`src/rtl/oam_dma_ctl_if.sv`:
```
// Bus bundle for the sprite-DMA sequencer. It carries the CPU-side request
// signals, the memory read data, and the DMA-side bus drive back to the bus mux.
interface oam_dma_ctl_if;
    logic [15:0] cpu_addr;
    logic [7:0]  cpu_wdata;
    logic        cpu_rw;
    logic [7:0]  mem_rdata;
    logic        cpu_rdy;
    logic        bus_grant;
    logic [15:0] dma_addr;
    logic [7:0]  dma_wdata;
    logic        dma_rw;
    logic        busy;

    // The DMA controller samples the CPU bus and memory data and drives the DMA bus.
    modport master (
        input  cpu_addr, cpu_wdata, cpu_rw, mem_rdata,
        output cpu_rdy, bus_grant, dma_addr, dma_wdata, dma_rw, busy
    );

    // The CPU, memory and bus mux side of the same bundle.
    modport slave (
        output cpu_addr, cpu_wdata, cpu_rw, mem_rdata,
        input  cpu_rdy, bus_grant, dma_addr, dma_wdata, dma_rw, busy
    );
endinterface

```
`src/rtl/oam_dma_ctl.sv`:
```
// Sprite-DMA sequencer. A CPU write to DMA_REG halts the CPU and copies one
// 256-byte page to OAM_DATA as strictly alternating read and write cycles.
// All outputs decode from registered state only.
module oam_dma_ctl #(
    parameter logic [15:0] DMA_REG  = 16'h4014,
    parameter logic [15:0] OAM_DATA = 16'h2004
) (
    input  logic          clk,
    input  logic          rst,
    oam_dma_ctl_if.master bus
);

    typedef enum logic [2:0] {
        ST_IDLE,
        ST_HALT,
        ST_ALIGN,
        ST_READ,
        ST_WRITE
    } state_t;

    state_t     state_reg;
    state_t     state_next;
    logic [7:0] page_reg;
    logic [7:0] idx_reg;
    logic [7:0] buf_reg;
    logic       cyc_odd_reg;
    logic       trigger;

    // The trigger is only honoured from IDLE; while busy it is dropped, not queued.
    assign trigger = (state_reg == ST_IDLE) && !bus.cpu_rw && (bus.cpu_addr == DMA_REG);

    // State register.
    always_ff @(posedge clk) begin
        if (rst) begin
            state_reg <= ST_IDLE;
        end else begin
            state_reg <= state_next;
        end
    end

    // Datapath: cycle parity, source page/index, and the byte held between read and write.
    always_ff @(posedge clk) begin
        if (rst) begin
            cyc_odd_reg <= 1'b0;
            page_reg    <= 8'h00;
            idx_reg     <= 8'h00;
            buf_reg     <= 8'h00;
        end else begin
            cyc_odd_reg <= ~cyc_odd_reg;
            if (trigger) begin
                page_reg <= bus.cpu_wdata;
                idx_reg  <= 8'h00;
            end
            if (state_reg == ST_READ) begin
                buf_reg <= bus.mem_rdata;
            end
            if (state_reg == ST_WRITE) begin
                idx_reg <= idx_reg + 8'h01;
            end
        end
    end

    // Next state. HALT skips ALIGN when it already sits on an odd cycle so that
    // every READ lands on an even cycle.
    always_comb begin
        state_next = state_reg;
        case (state_reg)
            ST_IDLE:  if (trigger) state_next = ST_HALT;
            ST_HALT:  state_next = cyc_odd_reg ? ST_READ : ST_ALIGN;
            ST_ALIGN: state_next = ST_READ;
            ST_READ:  state_next = ST_WRITE;
            ST_WRITE: state_next = (idx_reg == 8'hFF) ? ST_IDLE : ST_READ;
            default:  state_next = ST_IDLE;
        endcase
    end

    // Output decode; the bus is only granted in READ/WRITE so the CPU never
    // loses it mid-access.
    always_comb begin
        bus.cpu_rdy   = (state_reg == ST_IDLE);
        bus.busy      = (state_reg != ST_IDLE);
        bus.bus_grant = (state_reg == ST_READ) || (state_reg == ST_WRITE);
        bus.dma_rw    = (state_reg != ST_WRITE);
        bus.dma_addr  = {page_reg, idx_reg};
        bus.dma_wdata = buf_reg;
        if (state_reg == ST_WRITE) begin
            bus.dma_addr = OAM_DATA;
        end
    end

endmodule
```
`src/flat_wrapper.sv`:
```
// flat-port wrapper written by rule: the top's interface ports become plain ports
module oam_dma_ctl_flat 
#(
    parameter logic [15:0] DMA_REG  = 16'h4014,
    parameter logic [15:0] OAM_DATA = 16'h2004
)
  (clk, rst, bus_cpu_addr, bus_cpu_wdata, bus_cpu_rw, bus_mem_rdata, bus_cpu_rdy, bus_bus_grant, bus_dma_addr, bus_dma_wdata, bus_dma_rw, bus_busy);
  oam_dma_ctl_if bus_i ();
  input  logic clk;
  input  logic rst;
  input wire logic [$bits(bus_i.cpu_addr)-1:0] bus_cpu_addr;
  input wire logic [$bits(bus_i.cpu_wdata)-1:0] bus_cpu_wdata;
  input wire logic [$bits(bus_i.cpu_rw)-1:0] bus_cpu_rw;
  input wire logic [$bits(bus_i.mem_rdata)-1:0] bus_mem_rdata;
  output wire logic [$bits(bus_i.cpu_rdy)-1:0] bus_cpu_rdy;
  output wire logic [$bits(bus_i.bus_grant)-1:0] bus_bus_grant;
  output wire logic [$bits(bus_i.dma_addr)-1:0] bus_dma_addr;
  output wire logic [$bits(bus_i.dma_wdata)-1:0] bus_dma_wdata;
  output wire logic [$bits(bus_i.dma_rw)-1:0] bus_dma_rw;
  output wire logic [$bits(bus_i.busy)-1:0] bus_busy;
  assign bus_i.cpu_addr = bus_cpu_addr;
  assign bus_i.cpu_wdata = bus_cpu_wdata;
  assign bus_i.cpu_rw = bus_cpu_rw;
  assign bus_i.mem_rdata = bus_mem_rdata;
  assign bus_cpu_rdy = bus_i.cpu_rdy;
  assign bus_bus_grant = bus_i.bus_grant;
  assign bus_dma_addr = bus_i.dma_addr;
  assign bus_dma_wdata = bus_i.dma_wdata;
  assign bus_dma_rw = bus_i.dma_rw;
  assign bus_busy = bus_i.busy;
  oam_dma_ctl #(.DMA_REG(DMA_REG), .OAM_DATA(OAM_DATA)) u_core (.clk(clk), .rst(rst), .bus(bus_i));
endmodule
```
`config.mk`:
```
export PLATFORM = sky130hd
export DESIGN_NAME = oam_dma_ctl_flat
export DESIGN_NICKNAME = d
export VERILOG_FILES = /design/src/rtl/oam_dma_ctl_if.sv /design/src/rtl/oam_dma_ctl.sv /design/src/flat_wrapper.sv
export SDC_FILE = /design/constraint.sdc
export NUM_CORES = 1
export LEC_CHECK = 0
export BUFFER_PORTS_ARGS = -buffer_cell sky130_fd_sc_hd__buf_2
export CAP_MARGIN = 0
export CORE_MARGIN = 2
export CORE_UTILIZATION = 43
export CTS_BUF_LIST = sky130_fd_sc_hd__clkbuf_2
export CTS_CLUSTER_DIAMETER = 40
export CTS_CLUSTER_SIZE = 8
export DETAILED_ROUTE_END_ITERATION = 12
export HOLD_SLACK_MARGIN = 0.06
export PLACE_DENSITY = 0.77
export SLEW_MARGIN = 20
export SYNTH_ARGS = -nofsm -noshare
export SYNTH_HDL_FRONTEND = slang
export SYNTH_SLANG_ARGS = --single-unit
export TNS_END_PERCENT = 10
```
`constraint.sdc`:
```
create_clock -name clk -period 1.37 [get_ports clk]
set_input_delay 0.137 -clock clk [delete_from_list [all_inputs] [get_ports clk]]
set_output_delay 0.137 -clock clk [all_outputs]
set_load 0.03 [all_outputs]
```
==> summary.md <==
| Metric | Value |
|---|---|
| Outcome | finished, violations left |
| Die width | 60.7 um |
| Final hold viol count | 0 |
| Fin nets | a little over 300 |
| First-pass GRT wire length | approximately 6300 um |
| Antenna Nets Post-Route | 0 |
| Main flop type after synthesis | dfxtp_1 |
| Critical path fanouts, max | 5 |
| WL final | 4460 um |
| Buffers on Ports | 62 |
| # fillers | between 200 and 250 |
| Final WS setup | -0.406 ns |
| CP Capture Type | output pin |
| Initial antenna violation count | 0 |
| Initial DRC Count | 63 |
| Slowest cell on crit path | dfxtp_4 |
| Post-synthesis cell type count | 35 |
| Syn Inst Count | ~170 |
| Power Density | roughly 640 nW/um^2 |
| Share of layout cells above drive strength 1 | 0.446 |
| Syn nets | around 210 |
| Crit-path max cell delay | just over 0.4 ns |
| Inserted Diodes | 0 |
| DRC Markers | 0 |
| Synthesis-stage register bit count | 28 |
| Flop-to-flop setup slack | -0.20 ns |
| Area of the multi-input gates | between 800 and 900 sq um |
| Tot GR Track Use | 0.226 |
| Die Y | between 60 and 70 um |
| Yosys warns | 0 |
| Failing checks | negative setup slack |
| Tcrit/Tclk final | 1.30 |
| CP Launch Point | u_core.state_reg[1]$_SDFFE_PP0P_ |
| Clock latency at the later pin of the worst-skew pair | 0.37 ns |
| Final setup viols | 37 |
| Minimum clock period | between 1.5 and 2 ns |
| Launch point of the worst reg-to-reg path | u_core.state_reg[1]$_SDFFE_PP0P_ |
| Via Count | about 1.6k |
| Crit path max-delay family | simple AND/OR/NAND/NOR gates |
| Gpl congestion | 0.746 |
| Wire length per cell | 14.3 um |
| Initial Util | 0.453 |
| Vias in the first global route | around 1.4k |
| Maxcap violations | 0 |
| Sequential cell area fraction in the yosys report | 0.405 |
| Area Growth Syn to Fin | 68.2% |
| Largest net degree at the start of global routing | 28 |
| Top cell type's share of synthesized area | 0.405 |
| Peak Freq | ~560 MHz |
| TritonRoute pass-1 iters | 4 |
| Clock Sinks | 28 |
| Post-route clock skew | about 0.011 ns |
| Clock buffer depth | 2 |
| Vias per inst | between 5 and 6 |
| Site Rows | 20 |
| CP Launch Type | flop |
| Ranking of synthesized cells by area | dfxtp_1 41%, a21oi_1 8.0%, and2_1 6.8%, nand2_1 5.2%, o21ai_0 4.7% |
| Post-DP Area | between 1500 and 2000 sq um |
| CTS tree | done |
| Tot Pwr | between 1 and 1.5 mW |
| Worst-path clk slew | ~0.27 ns |
| Critical path arrival | 1.64 ns |
| Maximum VDD drop | between 0.0007 and 0.0008 V |
| Total I/O pin count | 63 |
| Leak | between 1 and 1.5 nW |
| Worst Tran Pin Value | between 0.4 and 0.5 ns |
| Seq. cell area | roughly 570 sq um |
| Mean post-synth cell area | around 8.0 sq um |
| Number of synthesized flops with an enable pin | 0 |
| Hold Crit Start | rst |
| CTS Root Cell | clkbuf_2 |
| Area leader, netlist | dfxtp_1 |
| Relative slew margins | 0.692 |
| Detailed placement HPWL | ~2600 um |
| Critical path buffers and inverters | 3 |
| RSZ-0062 raised after global routing | yes |
| Core Footprint | approximately 3000 sq um |
| Synthesized area | about 1400 sq um |
| Final slew viol count | 0 |
| Die area | ~3700 sq um |
| CTS Buf Count | 3 |
| Setup CP Type | reg -> out |
| Cells along the critical path | or2_4 -> nor2_8 -> inv_6 -> clkbuf_16 -> and2_4 -> buf_6 |
| Worst hold path type | in -> reg |
| Share of flip-flops with an asynchronous set or reset | 0 |
| Post-Layout Inst Area | between 2000 and 2500 sq um |
| CTS HTree Levels | 1 |
| Total grt overflow | 0 |
| Critical Path RT | approximately 1.2 ns |
## layout make-up
| type | instances | area share |
|---|---|---|
| clock buffer | 3 | 0.00646 |
| clock inverter | 1 | 0.00161 |
| inverter | 3 | 0.00699 |
| multi-input combinational | 130 | 0.355 |
| sequential | 28 | 0.244 |
| tap | 44 | 0.0237 |
| timing repair buffer | 104 | 0.363 |
## repair_timing
action	4_1_cts	5_1_grt
setup endpoints to repair	24	38
endpoints found under the hold margin	16	0
gates resized for setup	49	9
setup buffers	6	0
cloned	0	2
pin swaps	8	2
hold buffers	16	0
## cells in the final DEF (no fill, tap or decap), types with 2 or more instances in the layout
master / instances
nand2_1: 18
dfxtp_2: 2
buf_2: 43
nand2b_1: 2
nand4_1: 2
a21oi_1: 22
dfxtp_1: 25
nand3b_1: 5
nor3_1: 3
nor2_1: 6
o21ai_1: 4
clkbuf_2: 3
buf_4: 20
dlygate4sd3_1: 16
and3_1: 4
clkbuf_16: 2
o21ai_0: 9
and2_4: 14
nand4b_1: 2
nor3b_1: 4
nand3_1: 12
mux2i_1: 2
buf_6: 22
nor4_1: 3
## synthesized netlist by cell type (2+ instances only)
| library cell | n |
|---|---|
| mux2i_1 | 2 |
| nand2b_1 | 3 |
| and2_1 | 15 |
| and3_1 | 4 |
| nand4b_1 | 2 |
| nand2_1 | 19 |
| nand4_1 | 2 |
| inv_2 | 2 |
| o21ai_0 | 13 |
| nor4_1 | 3 |
| nand3_1 | 12 |
| nor3b_1 | 5 |
| dfxtp_1 | 28 |
| nor2_1 | 6 |
| a21oi_1 | 22 |
| nand3b_1 | 5 |
| nor3_1 | 3 |
| clkbuf_1 | 9 |
## layer usage
layer / part of all wire / global-route usage / vias to the layer above / wire, um
li1: - / - / 799 / -
met1: 0.40 / 0.289 / 754 / 1790
met2: 0.53 / 0.387 / 69 / 2350
met3: 0.058 / 0.0554 / 6 / 258
met4: 0.015 / 0.0497 / 0 / 68
met5: 0 / 0 / - / 0
## stage by stage
step / worst slack (ns) / util / cells / setup TNS [ns] / hold slack [ns]
global route: -0.449 / 0.762 / 313 / -11.26 / 0.195
CTS: -0.406 / 0.736 / 311 / -8.27 / 0.179
finish: -0.406 / 0.762 / 313 / -8.75 / 0.189
global placement: -0.0457 / 0.616 / 285 / -0.0875 / 0.381
detailed placement: -0.0594 / 0.616 / 285 / -0.520 / 0.390
floorplan: -0.0564 / - / 172 / -0.807 / 0.273
## logic make-up after synthesis
group / synth area share
adder cells (fa/ha/maj): 0.00905
AO/OA/AOI/OAI: 0.150
flip-flops: 0.405
buffers and inverters: 0.0443
AND/OR/NAND/NOR: 0.376
multiplexers: 0.0145
## path summary, 6_finish.rpt
path / endpoint / depth (start not counted)
max reg2reg: u_core.page_reg[4]$_SDFFE_PP0P_ / 6
min: u_core.page_reg[5]$_SDFFE_PP0P_ / 2
min reg2reg: u_core.cyc_odd_reg$_SDFF_PP0_ / 1
max: bus_dma_addr[12] / 6
## report_power, final
| group | internal, mW | leakage, nW | switching [mW] |
|---|---|---|---|
| registers | 0.832 | 0.228 | 0.00841 |
| logic | 0.183 | 0.799 | 0.159 |
| clock network | 0.0634 | 0.0140 | 0.249 |
(Power assumes the default switching activity.)
